**src/rtl/alu_pkg.sv**
```systemverilog
// Shared definitions for the ALU response checker.
//   - OP_* : ALU_Sel opcode encodings.
//   - EXP_W / SB_W : widths of the {carry, out} result and of a queued
//     expectation entry {sel, carry, out}.
//   - alu_ref() : golden model of the 8-bit ALU. It returns {carry, out}.
package alu_pkg;

  localparam logic [2:0] OP_ADD = 3'b000;
  localparam logic [2:0] OP_SUB = 3'b001;
  localparam logic [2:0] OP_AND = 3'b010;
  localparam logic [2:0] OP_OR  = 3'b011;
  localparam logic [2:0] OP_XOR = 3'b100;
  localparam logic [2:0] OP_NOR = 3'b101;
  localparam logic [2:0] OP_SLT = 3'b110;
  localparam logic [2:0] OP_SHL = 3'b111;

  localparam int EXP_W = 9;
  localparam int SB_W  = 3 + EXP_W;

  function automatic logic [EXP_W-1:0] alu_ref(input logic [7:0] a,
                                               input logic [7:0] b,
                                               input logic [2:0] sel);
    logic [EXP_W-1:0] r;
    r = '0;
    case (sel)
      OP_ADD:  r = {1'b0, a} + {1'b0, b};
      // A 9-bit subtract wraps negative results, so bit 8 is the borrow.
      OP_SUB:  r = {1'b0, a} - {1'b0, b};
      OP_AND:  r = {1'b0, a & b};
      OP_OR:   r = {1'b0, a | b};
      OP_XOR:  r = {1'b0, a ^ b};
      OP_NOR:  r = {1'b0, ~(a | b)};
      OP_SLT:  r = {8'h00, (a < b)};
      OP_SHL:  r = {a[7], a[6:0], 1'b0};
      default: r = '0;
    endcase
    return r;
  endfunction

endpackage

```
**src/rtl/alu_sb_fifo.sv**
```systemverilog
// In-order queue that holds the expectations for the checker.
// Ports:
//   clk, rst        : clock and asynchronous active-high reset.
//   push, din       : this cycle writes din. The write is ignored when the queue is full.
//   pop, dout       : this cycle removes the head. dout always shows the head entry.
//                     A pop is ignored when the queue is empty.
//   full, empty     : queue state, derived from count.
//   count           : number of entries stored (0..DEPTH).
// DEPTH must be a power of 2. The pointers then wrap naturally modulo DEPTH.
module alu_sb_fifo
  import alu_pkg::*;
#(
  parameter int DEPTH = 8,
  parameter int WIDTH = SB_W
) (
  input  logic                     clk,
  input  logic                     rst,
  input  logic                     push,
  input  logic [WIDTH-1:0]         din,
  input  logic                     pop,
  output logic [WIDTH-1:0]         dout,
  output logic                     full,
  output logic                     empty,
  output logic [$clog2(DEPTH):0]   count
);

  localparam int AW = $clog2(DEPTH);
  localparam int CW = AW + 1;

  logic [WIDTH-1:0] mem_q [DEPTH];
  logic [AW-1:0]    wr_ptr_q, wr_ptr_d;
  logic [AW-1:0]    rd_ptr_q, rd_ptr_d;
  logic [CW-1:0]    count_q, count_d;
  logic             do_push, do_pop;

  always_comb begin
    full     = (count_q == CW'(DEPTH));
    empty    = (count_q == '0);
    do_push  = push && !full;
    do_pop   = pop && !empty;
    wr_ptr_d = wr_ptr_q + AW'(do_push);
    rd_ptr_d = rd_ptr_q + AW'(do_pop);
    count_d  = count_q + CW'(do_push) - CW'(do_pop);
    dout     = mem_q[rd_ptr_q];
    count    = count_q;
  end

  always_ff @(posedge clk or posedge rst) begin
    if (rst) begin
      wr_ptr_q <= '0;
      rd_ptr_q <= '0;
      count_q  <= '0;
    end else begin
      wr_ptr_q <= wr_ptr_d;
      rd_ptr_q <= rd_ptr_d;
      count_q  <= count_d;
    end
  end

  // The storage needs no reset. An entry is only read after it has been written.
  always_ff @(posedge clk) begin
    if (do_push) mem_q[wr_ptr_q] <= din;
  end

endmodule

```
**src/rtl/alu_scoreboard.sv**
```systemverilog
// Response checker for the 8-bit ALU.
// Handshake: a request is accepted on a rising edge where req_valid && req_ready.
// req_ready is registered and is high whenever the queue is not full.
// A response (rsp_valid) has no back-pressure. It pops the oldest expectation
// and compares against it. A response that arrives with nothing outstanding
// is flagged as unexpected.
// Ports:
//   clk, rst                       : clock and asynchronous active-high reset.
//   req_valid/req_ready/req_a/b/sel: operation issue side.
//   rsp_valid/rsp_out/rsp_carry    : DUT result side.
//   pass_count, fail_count         : saturating match/mismatch counters.
//   err, unexpected_rsp            : sticky error flags.
//   fail_sel/fail_exp/fail_got     : snapshot of the first mismatch.
//   pending                        : number of outstanding expectations.
module alu_scoreboard
  import alu_pkg::*;
#(
  parameter int DEPTH = 8,
  parameter int CNT_W = 16
) (
  input  logic                   clk,
  input  logic                   rst,
  input  logic                   req_valid,
  output logic                   req_ready,
  input  logic [7:0]             req_a,
  input  logic [7:0]             req_b,
  input  logic [2:0]             req_sel,
  input  logic                   rsp_valid,
  input  logic [7:0]             rsp_out,
  input  logic                   rsp_carry,
  output logic [CNT_W-1:0]       pass_count,
  output logic [CNT_W-1:0]       fail_count,
  output logic                   err,
  output logic                   unexpected_rsp,
  output logic [2:0]             fail_sel,
  output logic [EXP_W-1:0]       fail_exp,
  output logic [EXP_W-1:0]       fail_got,
  output logic [$clog2(DEPTH):0] pending
);

  localparam int PW = $clog2(DEPTH) + 1;

  logic [SB_W-1:0]  head;
  logic             fifo_full, fifo_empty;
  logic [PW-1:0]    fifo_count, pending_next;
  logic             do_push, do_pop, unexp_hit, mismatch;
  logic [EXP_W-1:0] got;

  logic             req_ready_q, req_ready_d;
  logic [CNT_W-1:0] pass_q, pass_d, fail_q, fail_d;
  logic             err_q, err_d, unexp_q, unexp_d;
  logic [2:0]       fail_sel_q, fail_sel_d;
  logic [EXP_W-1:0] fail_exp_q, fail_exp_d, fail_got_q, fail_got_d;

  alu_sb_fifo #(.DEPTH(DEPTH), .WIDTH(SB_W)) u_fifo (
    .clk   (clk),
    .rst   (rst),
    .push  (do_push),
    .din   ({req_sel, alu_ref(req_a, req_b, req_sel)}),
    .pop   (do_pop),
    .dout  (head),
    .full  (fifo_full),
    .empty (fifo_empty),
    .count (fifo_count)
  );

  always_comb begin
    do_push   = req_valid && req_ready_q && !fifo_full;
    do_pop    = rsp_valid && !fifo_empty;
    unexp_hit = rsp_valid && fifo_empty;
    got       = {rsp_carry, rsp_out};
    mismatch  = (got != head[EXP_W-1:0]);

    // req_ready is registered. It therefore looks at the occupancy after this edge.
    pending_next = fifo_count + PW'(do_push) - PW'(do_pop);
    req_ready_d  = (pending_next != PW'(DEPTH));

    pass_d = pass_q;
    if (do_pop && !mismatch && (pass_q != '1)) pass_d = pass_q + CNT_W'(1);
    fail_d = fail_q;
    if (do_pop && mismatch && (fail_q != '1)) fail_d = fail_q + CNT_W'(1);

    err_d   = err_q | (do_pop && mismatch) | unexp_hit;
    unexp_d = unexp_q | unexp_hit;

    // Only the first mismatch is kept. Later mismatches leave the snapshot alone.
    fail_sel_d = fail_sel_q;
    fail_exp_d = fail_exp_q;
    fail_got_d = fail_got_q;
    if (do_pop && mismatch && (fail_q == '0)) begin
      fail_sel_d = head[SB_W-1:EXP_W];
      fail_exp_d = head[EXP_W-1:0];
      fail_got_d = got;
    end
  end

  always_ff @(posedge clk or posedge rst) begin
    if (rst) begin
      req_ready_q <= 1'b0;
      pass_q      <= '0;
      fail_q      <= '0;
      err_q       <= 1'b0;
      unexp_q     <= 1'b0;
      fail_sel_q  <= '0;
      fail_exp_q  <= '0;
      fail_got_q  <= '0;
    end else begin
      req_ready_q <= req_ready_d;
      pass_q      <= pass_d;
      fail_q      <= fail_d;
      err_q       <= err_d;
      unexp_q     <= unexp_d;
      fail_sel_q  <= fail_sel_d;
      fail_exp_q  <= fail_exp_d;
      fail_got_q  <= fail_got_d;
    end
  end

  always_comb begin
    req_ready      = req_ready_q;
    pass_count     = pass_q;
    fail_count     = fail_q;
    err            = err_q;
    unexpected_rsp = unexp_q;
    fail_sel       = fail_sel_q;
    fail_exp       = fail_exp_q;
    fail_got       = fail_got_q;
    pending        = fifo_count;
  end

endmodule
```
**config.mk**
```make
export PLATFORM = sky130hd
export DESIGN_NAME = alu_scoreboard
export DESIGN_NICKNAME = d
export VERILOG_FILES = /design/src/rtl/alu_pkg.sv /design/src/rtl/alu_sb_fifo.sv /design/src/rtl/alu_scoreboard.sv
export SDC_FILE = /design/constraint.sdc
export NUM_CORES = 1
export LEC_CHECK = 0
export BUFFER_PORTS_ARGS = -buffer_cell sky130_fd_sc_hd__clkbuf_2
export CAP_MARGIN = 10
export CELL_PAD_IN_SITES_DETAIL_PLACEMENT = 0
export CELL_PAD_IN_SITES_GLOBAL_PLACEMENT = 2
export CORE_ASPECT_RATIO = 0.8
export CORE_UTILIZATION = 44
export DETAILED_ROUTE_END_ITERATION = 7
export HOLD_SLACK_MARGIN = 0.06
export PLACE_DENSITY = 0.81
export SYNTH_ARGS = -nofsm -noshare
export SYNTH_HDL_FRONTEND = slang
export SYNTH_SLANG_ARGS = --single-unit
export TNS_END_PERCENT = 5
```
**constraint.sdc**
```tcl
create_clock -name clk -period 4.65 [get_ports clk]
set_input_delay 1.1625 -clock clk [delete_from_list [all_inputs] [get_ports clk]]
set_output_delay 1.1625 -clock clk [all_outputs]
set_load 0.02 [all_outputs]
```
==> key figures, run 1 <==
Run status
  • Status: completed

Min path
  • Worst Hold Class: reg -> reg
  • Hold path startpoint: unexpected_rsp$_DFF_PP0_
  • Hold path endpoint: unexpected_rsp$_DFF_PP0_
  • Hold path depth: 1

Power and ir drop
  • Power Density: 510.2 nW/um^2
  • Leak: 3.910 nW
  • Maximum vdd drop: 0.0003146 V
  • Total power: 4.711 mW

Route
  • Total Wirelength: 16,350 um
  • DRT Pass-1 Iters: 5
  • Initial DRC Count: around 290
  • DR DRC count: 0
  • Via count: 4,963
  • DR vias/cell: 5.274
  • ANT nets after route: 0
  • Routed len/inst: between 15 and 20 um

Clock tree
  • Clk pin slew, worst setup/hold paths: ~70 ps
  • Clk sinks: 162
  • CTS Buf Count: 17
  • Clk root buf: clkbuf_16
  • CTS H-Tree Depth: 4
  • CTS tree: done
  • Worst skew pair latency: about 430 ps
  • # resized after CTS: 0
  • Post-CTS Setup Bufs: 0
  • Post-CTS Hold Buffers: 0
  • Maximum clock path buffer count: 2

Placed design
  • DP HPWL: 11,870 um
  • Routability Congestion: 0.7786
  • Port Buffer Count: between 90 and 100

Timing
  • Clock skew: 16.25 ps
  • Slew Limit Fails: 0
  • RSZ-0062 raised after global routing: no
  • Slew HR: 34.44%
  • Fmax: 284.8 MHz
  • Fin. Hold Viols: 0
  • Setup_tns: 0 ps
  • Final period utilization: 75.50%
  • Final min period: 3511 ps
  • Final setup vio count: 0
  • Worst-Margin Slew: 982.0 ps
  • Worst hold margin: approximately 480 ps

Yosys
  • Mapped cell area: 7899 sq um
  • Mapped Cells: 597
  • Yosys top cell by area: edfxtp_1
  • Fraction of registers with async set/reset: 40.74%
  • Most frequent cells after synthesis: 96 x edfxtp_1, 66 x dfrtp_1, 41 x inv_1, 41 x nand2_1, 38 x ha_1
  • Post-synth EDFFs: between 90 and 100
  • Most common cell in the netlist: edfxtp_1
  • Ys flop type: edfxtp_1
  • Synth warn: 0
  • Synth area leaders: edfxtp_1 36%, dfrtp_1 21%, mux4_2 6.3%
  • Synth top area share: a little over a third
  • Synth Register Bits: around 160
  • Synth Net Count: 671
  • Synthesized area per cell: 13.23 sq um
  • Seq/Total Area, Yosys: between 50% and 60%
  • Netlist cell types: 56

Worst setup path
  • Reg2reg setup slack: around 1100 ps
  • Critical R2R Launch: u_fifo.rd_ptr_q[1]$_DFF_PP0_
  • Reg2reg end: fail_got[8]$_DFFE_PP0P_
  • Crit. End Element: flip-flop
  • Reg2reg path depth: 7
  • Startpoint Class: flip-flop
  • CP required: 4960 ps
  • Worst EP arrival: ~3800 ps
  • Critical path class: reg -> reg
  • Crit Path Max Fanout: 17

Die
  • Die area: approximately 18,000 sq um
  • Rows: 43
  • I/O pin cnt: 92
  • Initial Util: 45.31%
  • Die Wd: ~150 um
  • Die Y-Extent: 121.8 um
  • Core Footprint: 17,430 sq um

Cells and area
  • Nets: between 700 and 800
  • Area Overhead vs Synth: 16.90%
  • ANT cells: 0
  • Layout cells sized above 1: 24.30%

GRT
  • Global-route wire length before repair: 26,360 um
  • Largest net degree at the start of global routing: between 40 and 50
  • GRT overflow: 0
  • Initial antenna violation count: 0
  • Vias in the first global route: 4,897
  • GRT Overall Usage: 18.59%

Flow run
  • Maxcap violations: 0
[flip-flops by register name (all words and copies together), names as in the netlist]
register,flops
u_fifo.wr_ptr_q,3
pass_count,16
req_ready,1
err,1
fail_sel,3
fail_count,16
u_fifo.count,4
u_fifo.mem_q,96
u_fifo.rd_ptr_q,3
fail_got,9
fail_exp,9
unexpected_rsp,1
[placed cells by master (no fill, tap or decap), types with 7 or more instances in the layout]
cell type	instances
edfxtp_1	96
clkbuf_2	91
dfrtp_1	66
nand2_1	41
inv_1	40
ha_1	38
xnor2_1	35
nor2_1	33
a21oi_1	30
o21ai_0	29
mux4_2	22
buf_4	19
clkbuf_16	17
mux2i_1	15
nand4_1	14
nand3_1	12
xor2_1	12
nor3_1	10
a21o_1	7
[worst max-delay path: stages (launching register included)]
cell,delay (ps)
dfrtp_1,770
buf_4,350
mux4_2,320
mux2i_1,330
xor2_1,170
and4_1,430
or3_1,620
mux2_2,400
[power by group]
part | leakage (nW) | switching, mW | internal (mW)
Combinational | 1.87 | 0.727 | 0.611
Sequential | 1.74 | 0.172 | 1.76
Clock | 0.300 | 0.620 | 0.819
Total | 3.91 | 1.52 | 3.19
[kinds of logic after synthesis]
kind of cell               count (synthesis)  share of synthesized area, %
buffers and inverters                     65                         3.976
and+or+nand+nor                          133                         8.047
adders and majority gates                 42                         7.033
DFF                                      162                         57.41
AOI/OAI and AO/OA                         96                         7.493
muxes                                     52                         10.83
xor gates and xnor gates                  47                         5.211
[worst max path at each step]
stage                                       from                           end  slack (ps)  cells past startpoint
finish              u_fifo.rd_ptr_q[1]$_DFF_PP0_       fail_got[8]$_DFFE_PP0P_        1140                      7
global route                            req_a[1]  u_fifo.mem_q[4][7]$_DFFE_PP_         900                     11
CTS                 u_fifo.rd_ptr_q[1]$_DFF_PP0_       fail_got[8]$_DFFE_PP0P_        1090                      7
detailed placement                      req_a[1]  u_fifo.mem_q[7][7]$_DFFE_PP_         750                     11
global placement                        req_a[1]  u_fifo.mem_q[0][7]$_DFFE_PP_        1000                     11
floorplan                               req_a[1]  u_fifo.mem_q[0][7]$_DFFE_PP_        1340                     10
[through the flow]
step / setup slack (ps) / instances / util [%] / cell area [sq um]
2_1_floorplan: 1343 / 597 / - / 7899
3_3_place_gp: 1002 / 909 / 49.46 / 8622
3_5_place_dp: 750.1 / 909 / 49.46 / 8622
4_1_cts: 1086 / 941 / 52.97 / 9234
5_1_grt: 900.1 / 941 / 52.97 / 9234
6_report: 1139 / 941 / 52.97 / 9234
[metal layers]
layer	global-route usage, %	wire length [um]	vias to the layer above
met1	27.39	8203	2424
met5	0	0	-
li1	-	-	2407
met2	27.44	7258	113
met4	6.063	222	0
met3	3.913	666	19
[area by class of cell]
type,instances,area (sq um)
multi-input cells,370,3050
repair buffers,110,598.1
clock inverters,15,186.4
inverters,42,157.7
flip-flops and latches,162,4534
fillers,1502,8198
well taps,225,281.5
clock buffers,17,425.4
No activity file was read; power rests on OpenSTA's default activity.
==> run 2, diff against run 1 <==
CORE_UTILIZATION = 41   (was 44)
PLACE_DENSITY = 0.76   (was 0.81)
clock period = 3.5 ns   (was 4.65 ns; I/O delays follow)
==> run 2 against run 1 <==
Count of clock-buffer cells in the layout did not move. Global-route usage fell by 0.13 points. Total power rose by 31%. Critical endpoint is now pass_count[1]$_DFFE_PP0P_.
==> key figures, run 2 (synthesis results as in run 1) <==
Run status
  • Status: completed

Cells and area
  • Largest register FFs: 96
  • Nets: 787
  • Post-layout instance area: just over 9000 sq um
  • Util after Layout: between 40% and 50%
  • ANT cells: 0
  • Commonest non-fill, non-tap cells in the layout: 96 x edfxtp_1, 91 x clkbuf_2, 66 x dfrtp_1, 41 x nand2_1, 40 x inv_1
  • Area Overhead vs Synth: 17.99%
  • Biggest register: u_fifo.mem_q
  • Post-route insts no fill: about 1,000
  • Fill count: between 1,500 and 2,000
  • Most common cell after layout, fill and taps aside: edfxtp_1
  • Layout cells sized above 1: 25.21%

Clock tree
  • Worst skew pair latency: between 400 and 500 ps
  • Clk sinks: 162
  • # resized after CTS: 0
  • Clk root buf: clkbuf_16
  • Maximum clock path buffer count: 2
  • CTS Buf Count: 17
  • Post-CTS Setup Bufs: 0
  • Post-CTS Hold Buffers: 0
  • CTS H-Tree Depth: 4
  • CTS tree: done
  • Clk pin slew, worst setup/hold paths: approximately 70 ps

Timing
  • RSZ-0062 raised after global routing: no
  • Slew HR: a little over half
  • Final setup vio count: 0
  • Fin. Hold Viols: 0
  • Final min period: 3240 ps
  • Worst-Margin Slew: 693.6 ps
  • Final period utilization: between 90% and 100%
  • Slew Limit Fails: 0
  • Setup_tns: 0 ps
  • Fmax: 308.6 MHz
  • Clock skew: 13.31 ps

GRT
  • Vias in the first global route: around 5,000
  • Initial antenna violation count: 0
  • Global-route wire length before repair: about 27,000 um
  • GRT overflow: 0
  • GRT Overall Usage: 18.46%
  • Largest net degree at the start of global routing: 31

Min path
  • Worst Hold Class: reg -> reg

Worst setup path
  • CP required: 3800 ps
  • Largest delay share family, worst path: multiplexers
  • Critical path class: reg -> reg
  • Cell Chain, Critical Path: buf_4 -> mux4_2 -> mux2i_1 -> xnor2_1 -> nor4_1 -> and4_1 -> buf_4 -> o211a_4 -> mux2_2
  • Crit Path Max Fanout: 15
  • Most frequent CP cell: buf_4
  • CP max-delay cell: nor4_1
  • Peak per-stage delay on the critical path: 520 ps
  • Worst path bufs/invs: 2
  • Startpoint Class: flip-flop
  • Crit. End Element: flip-flop
  • Worst EP arrival: 3540 ps

Power and ir drop
  • Leak: between 3 and 4 nW
  • Internal: 4.127 mW
  • Net Sw Power: between 2 and 2.5 mW
  • Maximum vdd drop: around 0.00039 V
  • Clock network fraction of total power: 28.6%
  • Flop pwr share: 41.6%
  • Comb power frac: 29.8%
  • Total power: slightly above 6 mW
  • Power Density: 661.8 nW/um^2
  • Switching share of total power: ~33%

Die
  • Die Wd: roughly 160 um
  • I/O pin cnt: 92
  • Die area: ~20,000 sq um
  • Die Y-Extent: 126.1 um
  • Rows: 45
  • Core Footprint: between 15,000 and 20,000 sq um
  • Initial Util: about two fifths

Placed design
  • Post-Place Cells: 952
  • Routability Congestion: 0.8083
  • DP HPWL: 12,530 um
  • Cell Area, Placed: a little under 9000 sq um
  • Port Buffer Count: between 90 and 100

Route
  • Initial DRC Count: 294
  • Total Wirelength: between 15,000 and 20,000 um
  • DRT Pass-1 Iters: 5
  • DR vias/cell: 5.174
  • DR DRC count: 0
  • ANT nets after route: 0
  • Routed len/inst: 17.83 um
  • Via count: 5,091

Flow run
  • Maxcap violations: 0
-- run 2: area by class of cell --
cell class                      count  area [sq um]  share of cell area, %
Clock buffer                       17         425.4                  4.564
Clock inverter                     15         131.4                  1.410
Inverter                           42         157.7                  1.691
Multi-Input combinational cell    370          3050                  32.73
Sequential cell                   162          4534                  48.65
Tap cell                          258         322.8                  3.464
Timing Repair Buffer              120         698.2                  7.491
-- run 2: per-stage QoR --
stage,hold WS [ps],worst slack [ps]
2_1_floorplan,477.5,480.1
6_report,477.0,259.9
4_1_cts,483.0,242.4
3_3_place_gp,458.3,129.5
3_5_place_dp,456.3,171.7
5_1_grt,492.7,67.87
-- run 2: power by group through the flow --
stage	clock network, mW	logic [mW]	registers, mW
after floorplan	0	1.32	2.59
after global placement	0	1.84	2.59
after detailed placement	0	1.86	2.61
after CTS	1.80	1.88	2.57
after global routing	1.88	2.03	2.60
final	1.76	1.84	2.57
-- run 2: path summary, 6_finish.rpt --
check,start,endpoint,slack (ps),cells past startpoint
max reg2reg,u_fifo.rd_ptr_q[0]$_DFF_PP0_,pass_count[1]$_DFFE_PP0P_,260,9
min reg2reg,err$_DFF_PP0_,err$_DFF_PP0_,480,1
min in group asynchronous,rst,fail_count[1]$_DFFE_PP0P_,510,2
max,u_fifo.rd_ptr_q[0]$_DFF_PP0_,pass_count[1]$_DFFE_PP0P_,260,9
max in group asynchronous,rst,u_fifo.wr_ptr_q[2]$_DFF_PP0_,2250,3
min,err$_DFF_PP0_,err$_DFF_PP0_,480,1
-- run 2: per-layer routing --
metal / track usage (%) / part of all wire (%) / vias to the layer above
li1: - / - / 2428
met1: 28.56 / 51 / 2539
met4: 4.226 / 0.76 / 0
met3: 3.235 / 4.2 / 11
met2: 26.81 / 44 / 113
met5: 0 / 0 / -
==> run 3, diff against run 2 <==
==> constraint.sdc (replaced) <==
create_clock -name clk -period 3.5 [get_ports clk]
set_input_delay 0.35 -clock clk [delete_from_list [all_inputs] [get_ports clk]]
set_output_delay 0.35 -clock clk [all_outputs]
set_load 0.02 [all_outputs]
==> run 3 against run 2 <==
Die area unchanged. Worst hold slack got worse by 290 ps. Clock skew about the same. Critical path depth is the same. Utilization about the same. Via count is 0.22% higher. Critical endpoint is now fail_got[5]$_DFFE_PP0P_. Largest power group unchanged.
==> key figures, run 3 (synthesis results as in run 1) <==
Run status
  • Status: completed

Power and ir drop
  • Net Sw Power: about 2.0 mW
  • Leak: 3.928 nW
  • Flop pwr share: 40.9%
  • Total power: 6.246 mW
  • Clock network fraction of total power: approximately 30%
  • Comb power frac: 29.1%
  • Internal: 4.244 mW
  • Maximum vdd drop: 0.0003865 V
  • Power Density: about 670 nW/um^2
  • Switching share of total power: 32.05%

Route
  • DR DRC count: 0
  • DR vias/cell: 5.217
  • Initial DRC Count: 320
  • ANT nets after route: 0
  • Total Wirelength: 17,500 um
  • Via count: 5,102
  • DRT Pass-1 Iters: 5
  • Routed len/inst: 17.89 um

Cells and area
  • ANT cells: 0
  • Commonest non-fill, non-tap cells in the layout: 96 x edfxtp_1, 91 x clkbuf_2, 66 x dfrtp_1, 41 x nand2_1, 40 x inv_1
  • Area Overhead vs Synth: 18.01%
  • Biggest register: u_fifo.mem_q
  • Largest register FFs: 96
  • Layout cells sized above 1: 24.72%
  • Fill count: 1,685
  • Most common cell after layout, fill and taps aside: edfxtp_1
  • Post-layout instance area: around 9300 sq um
  • Nets: slightly below 800
  • Util after Layout: 49.27%

Timing
  • Worst-Margin Slew: 859.5 ps
  • Final period utilization: slightly above 90%
  • Slew HR: 42.64%
  • Fmax: 306.8 MHz
  • Final min period: 3259 ps
  • Clock skew: between 10 and 15 ps
  • RSZ-0062 raised after global routing: no
  • Setup_tns: 0 ps
  • Final worst slack: roughly 240 ps
  • Final setup vio count: 0
  • Slew Limit Fails: 0
  • Fin. Hold Viols: 0

Worst setup path
  • CP max-delay cell: mux4_2
  • Crit Path Max Fanout: 33
  • Critical path class: reg -> reg
  • Crit. End Element: flip-flop
  • Most frequent CP cell: buf_12
  • Peak per-stage delay on the critical path: 520 ps
  • CP required: roughly 3800 ps
  • Worst EP arrival: ~3600 ps
  • Startpoint Class: flip-flop
  • Cell Chain, Critical Path: buf_12 -> mux4_2 -> mux2i_1 -> xnor2_1 -> nor4_1 -> and4_2 -> or3_1 -> buf_12 -> mux2_1

GRT
  • Global-route wire length before repair: roughly 27,000 um
  • M1 GR Usage: 28.15%
  • Initial antenna violation count: 0
  • GRT Overall Usage: 18.51%
  • Met3 usage: 3.235%
  • Largest net degree at the start of global routing: 38
  • GRT overflow: 0
  • GR peak layer: met1
  • Vias in the first global route: roughly 5,000
  • Met2 Resource Use GR: 27.23%

Clock tree
  • CTS H-Tree Depth: 4
  • Clk pin slew, worst setup/hold paths: 70 ps
  • Clk root buf: clkbuf_16
  • CTS Buf Count: 17
  • Clk sinks: between 150 and 200
  • CTS tree: done
  • Post-CTS Setup Bufs: 0
  • Worst skew pair latency: 420 ps
  • Maximum clock path buffer count: 2

Die
  • I/O pin cnt: 92
  • Initial Util: a little over two fifths
  • Rows: 45
  • Die Wd: 157.2 um
  • Die area: between 15,000 and 20,000 sq um
  • Core Footprint: ~19,000 sq um
  • Die Y-Extent: ~130 um

Placed design
  • Port Buffer Count: roughly 90
  • Cell Area, Placed: 8713 sq um
  • DP HPWL: 12,640 um
  • Worst slack at placement: 121.0 ps
  • Routability Congestion: a little under 0.8

Flow run
  • Maxcap violations: 0

Min path
  • Worst Hold Class: in -> reg
==> run 3: path summary, 6_finish.rpt <==
| check | from | endpoint | slack [ps] | cells after the start |
|---|---|---|---|---|
| max in group asynchronous | rst | fail_count[5]$_DFFE_PP0P_ | 2220 | 4 |
| setup / recovery | u_fifo.rd_ptr_q[0]$_DFF_PP0_ | fail_got[5]$_DFFE_PP0P_ | 240 | 9 |
| hold / removal | rsp_out[1] | fail_got[1]$_DFFE_PP0P_ | 190 | 2 |
| min in group asynchronous | rst | u_fifo.rd_ptr_q[0]$_DFF_PP0_ | 510 | 3 |
| hold reg to reg | err$_DFF_PP0_ | err$_DFF_PP0_ | 480 | 1 |
| setup reg to reg | u_fifo.rd_ptr_q[0]$_DFF_PP0_ | fail_got[5]$_DFFE_PP0P_ | 240 | 9 |
==> run 3: power by group through the flow <==
stage          logic, mW  clock network (mW)  registers [mW]
4_1_cts             1.86                1.91            2.55
6_report            1.82                1.87            2.55
2_1_floorplan       1.32                   0            2.59
3_3_place_gp        1.82                   0            2.58
3_5_place_dp        1.85                   0            2.59
5_1_grt             2.02                1.98            2.59
==> run 3: timing repair <==
action,in CTS,in global routing
gates resized for setup,0,1
endpoints found under the hold margin,22,0
setup endpoints to repair,0,9
hold buffers,1,0
==> run 3: metrics by stage <==
| stage | instances | hold slack [ps] |
|---|---|---|
| after global routing | 978 | 177.1 |
| after CTS | 978 | 170.5 |
| after global placement | 945 | 395.8 |
| final | 978 | 190.8 |
| after detailed placement | 945 | 407.4 |
| after floorplan | 597 | 448.9 |
==> run 3: layout make-up <==
class	instances	area, sq um	area share [%]
Inverter	42	157.7	1.691
Sequential cell	162	4534	48.64
Clock buffer	17	425.4	4.564
Timing Repair Buffer	114	655.6	7.034
Clock inverter	15	171.4	1.839
Tap cell	258	322.8	3.463
Multi-Input combinational cell	370	3054	32.77
==> run 3: per-layer routing <==
metal / up-vias / part of all wire (%)
li1: 2412 / -
met1: 2567 / 51
met2: 115 / 45
met3: 8 / 4.3
met4: 0 / 0.59
met5: - / 0
==> run 3: worst max-delay path: cells and delay by family, from the launching register on <==
family,cells,cell delay [ps]
AND/OR/NAND/NOR,3,990
flip-flops,1,480
multiplexers,3,1110
XOR/XNOR,1,100
buffers and inverters,2,440
